**config.mk**
```make
export PLATFORM = sky130hd
export DESIGN_NAME = apb_csr_regfile
export DESIGN_NICKNAME = d
export VERILOG_FILES = /design/src/rtl/apb_csr_pkg.sv /design/src/rtl/csr_reg_cell.sv /design/src/rtl/apb_csr_regfile.sv
export SDC_FILE = /design/constraint.sdc
export NUM_CORES = 1
export LEC_CHECK = 0
export ABC_CLOCK_PERIOD_IN_PS = 3600
export CAP_MARGIN = 0
export CORE_AREA = 2 2 335 337
export DETAILED_ROUTE_END_ITERATION = 8
export DIE_AREA = 0 0 337 339
export SLEW_MARGIN = 0
export SYNTH_ARGS = -nofsm -noshare
export SYNTH_HDL_FRONTEND = slang
export SYNTH_HIERARCHICAL = 1
export SYNTH_SLANG_ARGS = --single-unit
```
**constraint.sdc**
```tcl
create_clock -name clk -period 3.6 [get_ports clk]
set_clock_uncertainty 0.1 [all_clocks]
set_input_delay 0.72 -clock clk [delete_from_list [all_inputs] [get_ports clk]]
set_output_delay 0.72 -clock clk [all_outputs]
set_load 0.05 [all_outputs]
```
**src/rtl/apb_csr_pkg.sv**
```systemverilog
// ---------------------------------------------------------------------------
// apb_csr_pkg
// Shared types and constants for the APB CSR register file.
//   apb_state_e : bus-side FSM states (IDLE, WAIT, ACCESS)
//   access_e    : per-register access type (RW, RO, W1C)
//   ADDR_LSB    : number of byte-offset bits below the word index in PADDR
//   access_of() : resolves the RW/W1C mask bits of one register to access_e
//   strb_mask() : expands a 4-bit byte strobe to a 32-bit bit mask
// ---------------------------------------------------------------------------
package apb_csr_pkg;

  localparam int ADDR_LSB = 2;

  typedef enum logic [1:0] {
    ST_IDLE,
    ST_WAIT,
    ST_ACCESS
  } apb_state_e;

  typedef enum logic [1:0] {
    ACC_RW,
    ACC_RO,
    ACC_W1C
  } access_e;

  // RW takes priority when a register is marked both RW and W1C.
  function automatic access_e access_of(input logic rw, input logic w1c);
    if (rw) begin
      return ACC_RW;
    end
    if (w1c) begin
      return ACC_W1C;
    end
    return ACC_RO;
  endfunction

  function automatic logic [31:0] strb_mask(input logic [3:0] strb);
    logic [31:0] m;
    for (int k = 0; k < 4; k++) begin
      m[k*8 +: 8] = {8{strb[k]}};
    end
    return m;
  endfunction

endpackage

```
**src/rtl/csr_reg_cell.sv**
```systemverilog
// ---------------------------------------------------------------------------
// csr_reg_cell
// One 32-bit CSR with a fixed access type.
//   clk, rst : clock, synchronous active-high reset
//   we       : commit strobe for a bus write to this register
//   wdata    : write data, wstrb : byte-lane strobes
//   hw_set   : hardware set pulses (only meaningful for W1C)
//   hw_ro    : hardware value returned on reads (only meaningful for RO)
//   q        : stored contents (always 0 for RO)
//   rdata    : value presented to the bus read mux
// ---------------------------------------------------------------------------
module csr_reg_cell
  import apb_csr_pkg::*;
#(
  parameter access_e ACC = ACC_RW
) (
  input  logic        clk,
  input  logic        rst,
  input  logic        we,
  input  logic [31:0] wdata,
  input  logic [3:0]  wstrb,
  input  logic [31:0] hw_set,
  input  logic [31:0] hw_ro,
  output logic [31:0] q,
  output logic [31:0] rdata
);

  logic [31:0] data_q;
  logic [31:0] data_d;
  logic [31:0] lane_mask;

  // Some inputs are irrelevant for a given access type.
  logic unused_inputs;
  assign unused_inputs = ^{we, wdata, wstrb, hw_set, hw_ro};

  always_comb begin
    lane_mask = strb_mask(wstrb);
    data_d    = data_q;
    case (ACC)
      ACC_RW: begin
        if (we) begin
          data_d = (data_q & ~lane_mask) | (wdata & lane_mask);
        end
      end
      ACC_W1C: begin
        // hw_set is OR-ed in after the clear so a same-cycle set survives.
        if (we) begin
          data_d = (data_q & ~(wdata & lane_mask)) | hw_set;
        end else begin
          data_d = data_q | hw_set;
        end
      end
      default: begin
        data_d = '0;
      end
    endcase
  end

  always_ff @(posedge clk) begin
    if (rst) begin
      data_q <= '0;
    end else begin
      data_q <= data_d;
    end
  end

  assign q     = data_q;
  assign rdata = (ACC == ACC_RO) ? hw_ro : data_q;

endmodule

```
**src/rtl/apb_csr_regfile.sv**
```systemverilog
// ---------------------------------------------------------------------------
// apb_csr_regfile
// APB slave exposing NREG 32-bit CSRs with programmable wait states.
//   clk, rst      : clock, synchronous active-high reset
//   paddr..pprot  : APB request (pprot is ignored)
//   pready/prdata/pslverr : registered APB response, valid in the ACCESS cycle
//   csr_q         : flattened RW/W1C register contents (RO slots read 0)
//   hw_ro         : flattened hardware values for RO registers
//   hw_set        : flattened set pulses for W1C registers
//   csr_wr_pulse  : one-cycle strobe per register after a committed write
// ---------------------------------------------------------------------------
module apb_csr_regfile
  import apb_csr_pkg::*;
#(
  parameter int              NREG     = 8,
  parameter int              AW       = 12,
  parameter int              WAIT_CYC = 0,
  parameter logic [NREG-1:0] RW_MASK  = '1,
  parameter logic [NREG-1:0] W1C_MASK = '0
) (
  input  logic              clk,
  input  logic              rst,
  input  logic [AW-1:0]     paddr,
  input  logic              psel,
  input  logic              penable,
  input  logic              pwrite,
  input  logic [31:0]       pwdata,
  input  logic [3:0]        pstrb,
  input  logic [2:0]        pprot,
  output logic              pready,
  output logic [31:0]       prdata,
  output logic              pslverr,
  output logic [NREG*32-1:0] csr_q,
  input  logic [NREG*32-1:0] hw_ro,
  input  logic [NREG*32-1:0] hw_set,
  output logic [NREG-1:0]   csr_wr_pulse
);

  localparam int              IW        = AW - ADDR_LSB;
  localparam logic [NREG-1:0] RO_MASK   = ~(RW_MASK | W1C_MASK);
  localparam logic [3:0]      WAIT_INIT = 4'(WAIT_CYC);

  apb_state_e      state_q, state_d;
  logic [3:0]      cnt_q, cnt_d;
  logic            pready_q, pready_d;
  logic [31:0]     prdata_q, prdata_d;
  logic            pslverr_q, pslverr_d;
  // Request captured on entry to ACCESS so the commit does not depend on
  // the master holding the bus stable (or psel high) during ACCESS.
  logic [IW-1:0]   idx_q, idx_d;
  logic            wr_q, wr_d;
  logic [31:0]     wdata_q, wdata_d;
  logic [3:0]      strb_q, strb_d;
  logic [NREG-1:0] wr_pulse_q, wr_pulse_d;

  logic [31:0]     rd_word [NREG];
  logic [IW:0]     idx_ext;
  logic            hit;
  logic            ro_hit;
  logic            dec_err;
  logic [31:0]     rd_mux;
  logic            enter_access;

  logic unused_pprot;
  assign unused_pprot = ^pprot;

  // Address decode of the live request.
  always_comb begin
    idx_ext = {1'b0, paddr[AW-1:ADDR_LSB]};
    hit     = 1'b0;
    ro_hit  = 1'b0;
    rd_mux  = '0;
    for (int i = 0; i < NREG; i++) begin
      if (idx_ext == (IW+1)'(i)) begin
        hit    = 1'b1;
        ro_hit = RO_MASK[i];
        rd_mux = rd_word[i];
      end
    end
    dec_err = !hit || (paddr[ADDR_LSB-1:0] != '0) || (pwrite && ro_hit);
  end

  // Bus FSM and registered response.
  always_comb begin
    state_d      = state_q;
    cnt_d        = cnt_q;
    pready_d     = 1'b0;
    prdata_d     = '0;
    pslverr_d    = 1'b0;
    idx_d        = idx_q;
    wr_d         = wr_q;
    wdata_d      = wdata_q;
    strb_d       = strb_q;
    enter_access = 1'b0;

    case (state_q)
      ST_IDLE: begin
        if (psel && !penable) begin
          cnt_d = WAIT_INIT;
          if (WAIT_CYC == 0) begin
            enter_access = 1'b1;
          end else begin
            state_d = ST_WAIT;
          end
        end
      end
      ST_WAIT: begin
        if (!psel) begin
          // Master abandoned the transfer: nothing is committed.
          state_d = ST_IDLE;
          cnt_d   = '0;
        end else if (cnt_q <= 4'd1) begin
          enter_access = 1'b1;
        end else begin
          cnt_d = cnt_q - 4'd1;
        end
      end
      ST_ACCESS: begin
        state_d = ST_IDLE;
      end
      default: begin
        state_d = ST_IDLE;
      end
    endcase

    if (enter_access) begin
      state_d   = ST_ACCESS;
      cnt_d     = '0;
      pready_d  = 1'b1;
      pslverr_d = dec_err;
      prdata_d  = (pwrite || dec_err) ? 32'h0 : rd_mux;
      idx_d     = paddr[AW-1:ADDR_LSB];
      wr_d      = pwrite;
      wdata_d   = pwdata;
      strb_d    = pstrb;
    end
  end

  // The write lands on the clock edge that ends the ACCESS cycle.
  always_comb begin
    wr_pulse_d = '0;
    for (int i = 0; i < NREG; i++) begin
      if ((state_q == ST_ACCESS) && wr_q && !pslverr_q &&
          ({1'b0, idx_q} == (IW+1)'(i))) begin
        wr_pulse_d[i] = 1'b1;
      end
    end
  end

  always_ff @(posedge clk) begin
    if (rst) begin
      state_q    <= ST_IDLE;
      cnt_q      <= '0;
      pready_q   <= 1'b0;
      prdata_q   <= '0;
      pslverr_q  <= 1'b0;
      idx_q      <= '0;
      wr_q       <= 1'b0;
      wdata_q    <= '0;
      strb_q     <= '0;
      wr_pulse_q <= '0;
    end else begin
      state_q    <= state_d;
      cnt_q      <= cnt_d;
      pready_q   <= pready_d;
      prdata_q   <= prdata_d;
      pslverr_q  <= pslverr_d;
      idx_q      <= idx_d;
      wr_q       <= wr_d;
      wdata_q    <= wdata_d;
      strb_q     <= strb_d;
      wr_pulse_q <= wr_pulse_d;
    end
  end

  genvar gi;
  generate
    for (gi = 0; gi < NREG; gi++) begin : g_reg
      localparam access_e ACC = access_of(RW_MASK[gi], W1C_MASK[gi]);
      csr_reg_cell #(
        .ACC(ACC)
      ) u_cell (
        .clk   (clk),
        .rst   (rst),
        .we    (wr_pulse_d[gi]),
        .wdata (wdata_q),
        .wstrb (strb_q),
        .hw_set(hw_set[gi*32 +: 32]),
        .hw_ro (hw_ro[gi*32 +: 32]),
        .q     (csr_q[gi*32 +: 32]),
        .rdata (rd_word[gi])
      );
    end
  endgenerate

  assign pready       = pready_q;
  assign prdata       = prdata_q;
  assign pslverr      = pslverr_q;
  assign csr_wr_pulse = wr_pulse_q;

endmodule

```
==> results_dict.tcl <==
set metrics [dict create \
    placementRows 122 \
    root_driver "clkbuf_16" \
    max_cap_violations 0 \
    postSynth.topFlopCell "dfxtp_1" \
    h_tree_levels 2 \
    critical_path_peak_fanout 34 \
    timing.final.setup_violations 0 \
    cts.hold.buffers_added 0 \
    number_of_enable_flip_flop_cells_after_synthesis 0 \
    critical_path.startpoint "paddr[8]" \
    final_cell_count_no_fill 3612 \
    sw_frac_of_total_pct 25.8 \
    net-switching-power_uw 2340 \
    cp_slowest_cell "or4_2" \
    synth_fp_nets 2657 \
    via_to_cell_ratio 4.25 \
    setup_repair_after_global_routing_missed_its_margin "no" \
    crit_arrival_ns 3.30 \
    antenna_violations_before_repair 9 \
    power_frac_comb_pct 5.2 \
    post-cts-setup-buffers 0 \
    path_cells "clkdlybuf4s50_1 > or4_2 > buf_12 > a2111oi_0 > buf_4 > a32oi_1 > o2bb2ai_1" \
    layout_worst_path_cycle_share_pct 80.4 \
    leading_cell_types_by_total_area_after_synthesis "dfxtp_1 (35%), a21bo_1 (11%), buf_4 (11%)" \
    die_w_um 337 \
    yosysSeqAreaShare_pct 35.2 \
    clk_path_buf_depth 3 \
    synth.distinct_cells 40 \
    crit_path_end_kind "flip-flop" \
    clock_tree_from_tritoncts "done" \
    p_leak_uw 0.00733 \
    antenna_left 0 \
    grt_remaining_overflow 0 \
    hold_slack_ns 0.353 \
    critical-path-max-stage-delay_ns 0.72 \
    cts.sinks 346 \
    max_slew.worst_pin.slew_ns 1.08 \
    routability_congestion 0.773 \
    pwr_density_cell_nw_per_um2 381 \
    setup.worst_path.class "input port to flip-flop" \
    fmaxAchievable_mhz 346 \
    regToRegStartpoint "idx_q[7]" \
    tns_ns 0 \
    slew_violations 0 \
    hp-class "flip-flop to flip-flop" \
    worst_ir_drop_vdd_mv 0.284 \
    die-height_um 339 \
    r2r_setup_slack_ns 0.80 \
    final_period_minus_worst_setup_slack_ns 2.89 \
    cts_made_buffers 43 \
    ys_top_cells_by_count "dfxtp_1 (346), buf_4 (281), nand3_1 (258), a21bo_1 (224), a21oi_2 (224)" \
    io_pins 866 \
    placed_cell_area_um2 22400 \
    routed_wirelength_um 80900 \
    initial_core_util_pct 17.8 \
    required_time_worst_endpoint_ns 4.01 \
    clock_latency_ns 0.58 \
    clockPowerShare_pct 51.2 \
    portBuffers 350 \
    areaGrowthSynthToFinish_pct 21.2 \
    core_area_um2 110000 \
    run_status "finished, final reports clean" \
    worstRegToRegCells 7 \
    yosys.area.top_type_share_pct 35.2 \
    power.internal_uw 6740 \
    vias 15400 \
    final_critical_path_setup_slack_ns 0.707 \
    drive_gt1_share_pct 20.6 \
    syn_area_um2 19700 \
    synth.yosys.warnings 6 \
    critPathCapture "prdata[10]" \
    final_nets 2654 \
    post_drt_wl_per_cell_um 22.4 \
    finish.instance_area_um2 23900 \
    hpwlAfterDp_um 57500 \
    timing.final.hold_violations 0 \
    relSlewSlack_pct 27.9 \
    post-synth-top-count-cell "dfxtp_1" \
    dp.cells 3529 \
    remaining_drc_errors 0 \
    grt_first_pass_wirelength_um 114000 \
    first_global_vias 14700 \
    synthesis.area_per_instance_um2 9.42 \
    track_usage_pct 13.8 \
    first_iter_violations 1048 \
    synthDominantAreaCellType "dfxtp_1" \
    detail_route.first_pass.iterations 7 \
    synth.ff_latch_count 346 \
    setup.worst_path.start_class "input port" \
    maximum_number_of_pins_on_one_net_before_global_route_repair 119 \
    place_ws_ns 0.0227 \
    seq_power_share_pct 43.6 \
    min_delay_path_depth 2 \
    floorplan.die_area_um2 114000 \
    synth-async-reset-ratio_pct 0 \
    syn_inst 2089 \
    worst_setup_hold_path_clk_slew_ns 0.06 \
    cts-resized-gates 0 \
]
## per-stage QoR
stage,utilization [%],power (uW)
6_report,21.6,9080
5_1_grt,21.6,9380
4_1_cts,21.6,9230
3_5_place_dp,20.3,4520
3_3_place_gp,20.3,4520
2_1_floorplan,-,4310
## critical path: cells and delay by family
family,cells,cell delay (ns)
AO/OA/AOI/OAI,3,0.93
buffers and inverters,3,0.85
AND/OR/NAND/NOR,1,0.72
## placed cells by master, fill, tap and decap left out, types with 2 or more instances in the layout
cell	synthesis	layout
a2111oi_0	58	58
mux2i_1	30	30
inv_1	34	33
nand3b_1	2	2
a21boi_0	2	2
a21bo_2	32	32
nor2_4	0	8
a21bo_1	224	224
nand2b_1	2	2
bufinv_16	0	4
a32oi_1	29	29
clkinvlp_4	0	4
nand2_1	100	99
dfxtp_1	346	342
clkbuf_1	59	8
clkbuf_16	0	44
nor2_1	76	68
or3_2	0	2
buf_12	0	22
clkbuf_8	0	10
clkinv_2	0	3
dfxtp_4	0	4
inv_6	0	2
nor3b_1	29	29
mux4_2	4	4
and2_2	0	2
a21oi_1	79	79
nand3_1	258	258
o2bb2ai_1	59	59
buf_4	281	58
clkdlybuf4s50_1	0	346
nor4_1	2	2
diode_2	0	5
a21oi_2	224	224
nor3_1	5	5
o21ai_0	2	2
## cell type report
| type | instances | area (um^2) |
|---|---|---|
| Antenna cell | 5 | 12.5 |
| Clock buffer | 62 | 1270 |
| Clock inverter | 16 | 214 |
| Fill cell | 12000 | 86500 |
| Inverter | 34 | 128 |
| Multi-Input combinational cell | 1233 | 9070 |
| Sequential cell | 346 | 6940 |
| Tap cell | 1488 | 1860 |
| Timing Repair Buffer | 428 | 4360 |
## layer usage
metal / track usage, % / vias to the layer above / routed length (um)
li1: - / 7193 / -
met1: 17.3 / 7627 / 34500
met2: 21.6 / 445 / 36400
met3: 6.06 / 83 / 8270
met4: 3.32 / 2 / 1670
met5: 0 / - / 10
## power by group through the flow
stage | Combinational, uW | Sequential (uW) | Clock (uW)
final | 472 | 3960 | 4650
after CTS | 478 | 3960 | 4790
after global routing | 508 | 3960 | 4910
after floorplan | 336 | 3980 | 0
after detailed placement | 477 | 4040 | 0
after global placement | 475 | 4040 | 0
## how the worst min path moves through the flow
stage          startpoint           to  slack (ns)
6_report         idx_q[4]     idx_q[4]        0.35
5_1_grt               rst     idx_q[4]        0.34
3_5_place_dp     idx_q[3]     idx_q[3]        0.35
2_1_floorplan        wr_q         wr_q        0.33
3_3_place_gp     idx_q[3]     idx_q[3]        0.34
4_1_cts               rst  wdata_q[31]        0.31
## kinds of logic (layout without fill, tap and decap cells)
logic type / count (synthesis) / in the layout / synth area share, %
AO/OA/AOI/OAI: 711 / 711 / 31.7
buffers and inverters: 510 / 540 / 19.1
flip-flops: 346 / 346 / 35.2
multiplexers: 34 / 34 / 1.98
other: 0 / 5 / 0
AND/OR/NAND/NOR: 488 / 488 / 12.0
No activity file was read; power rests on OpenSTA's default activity.
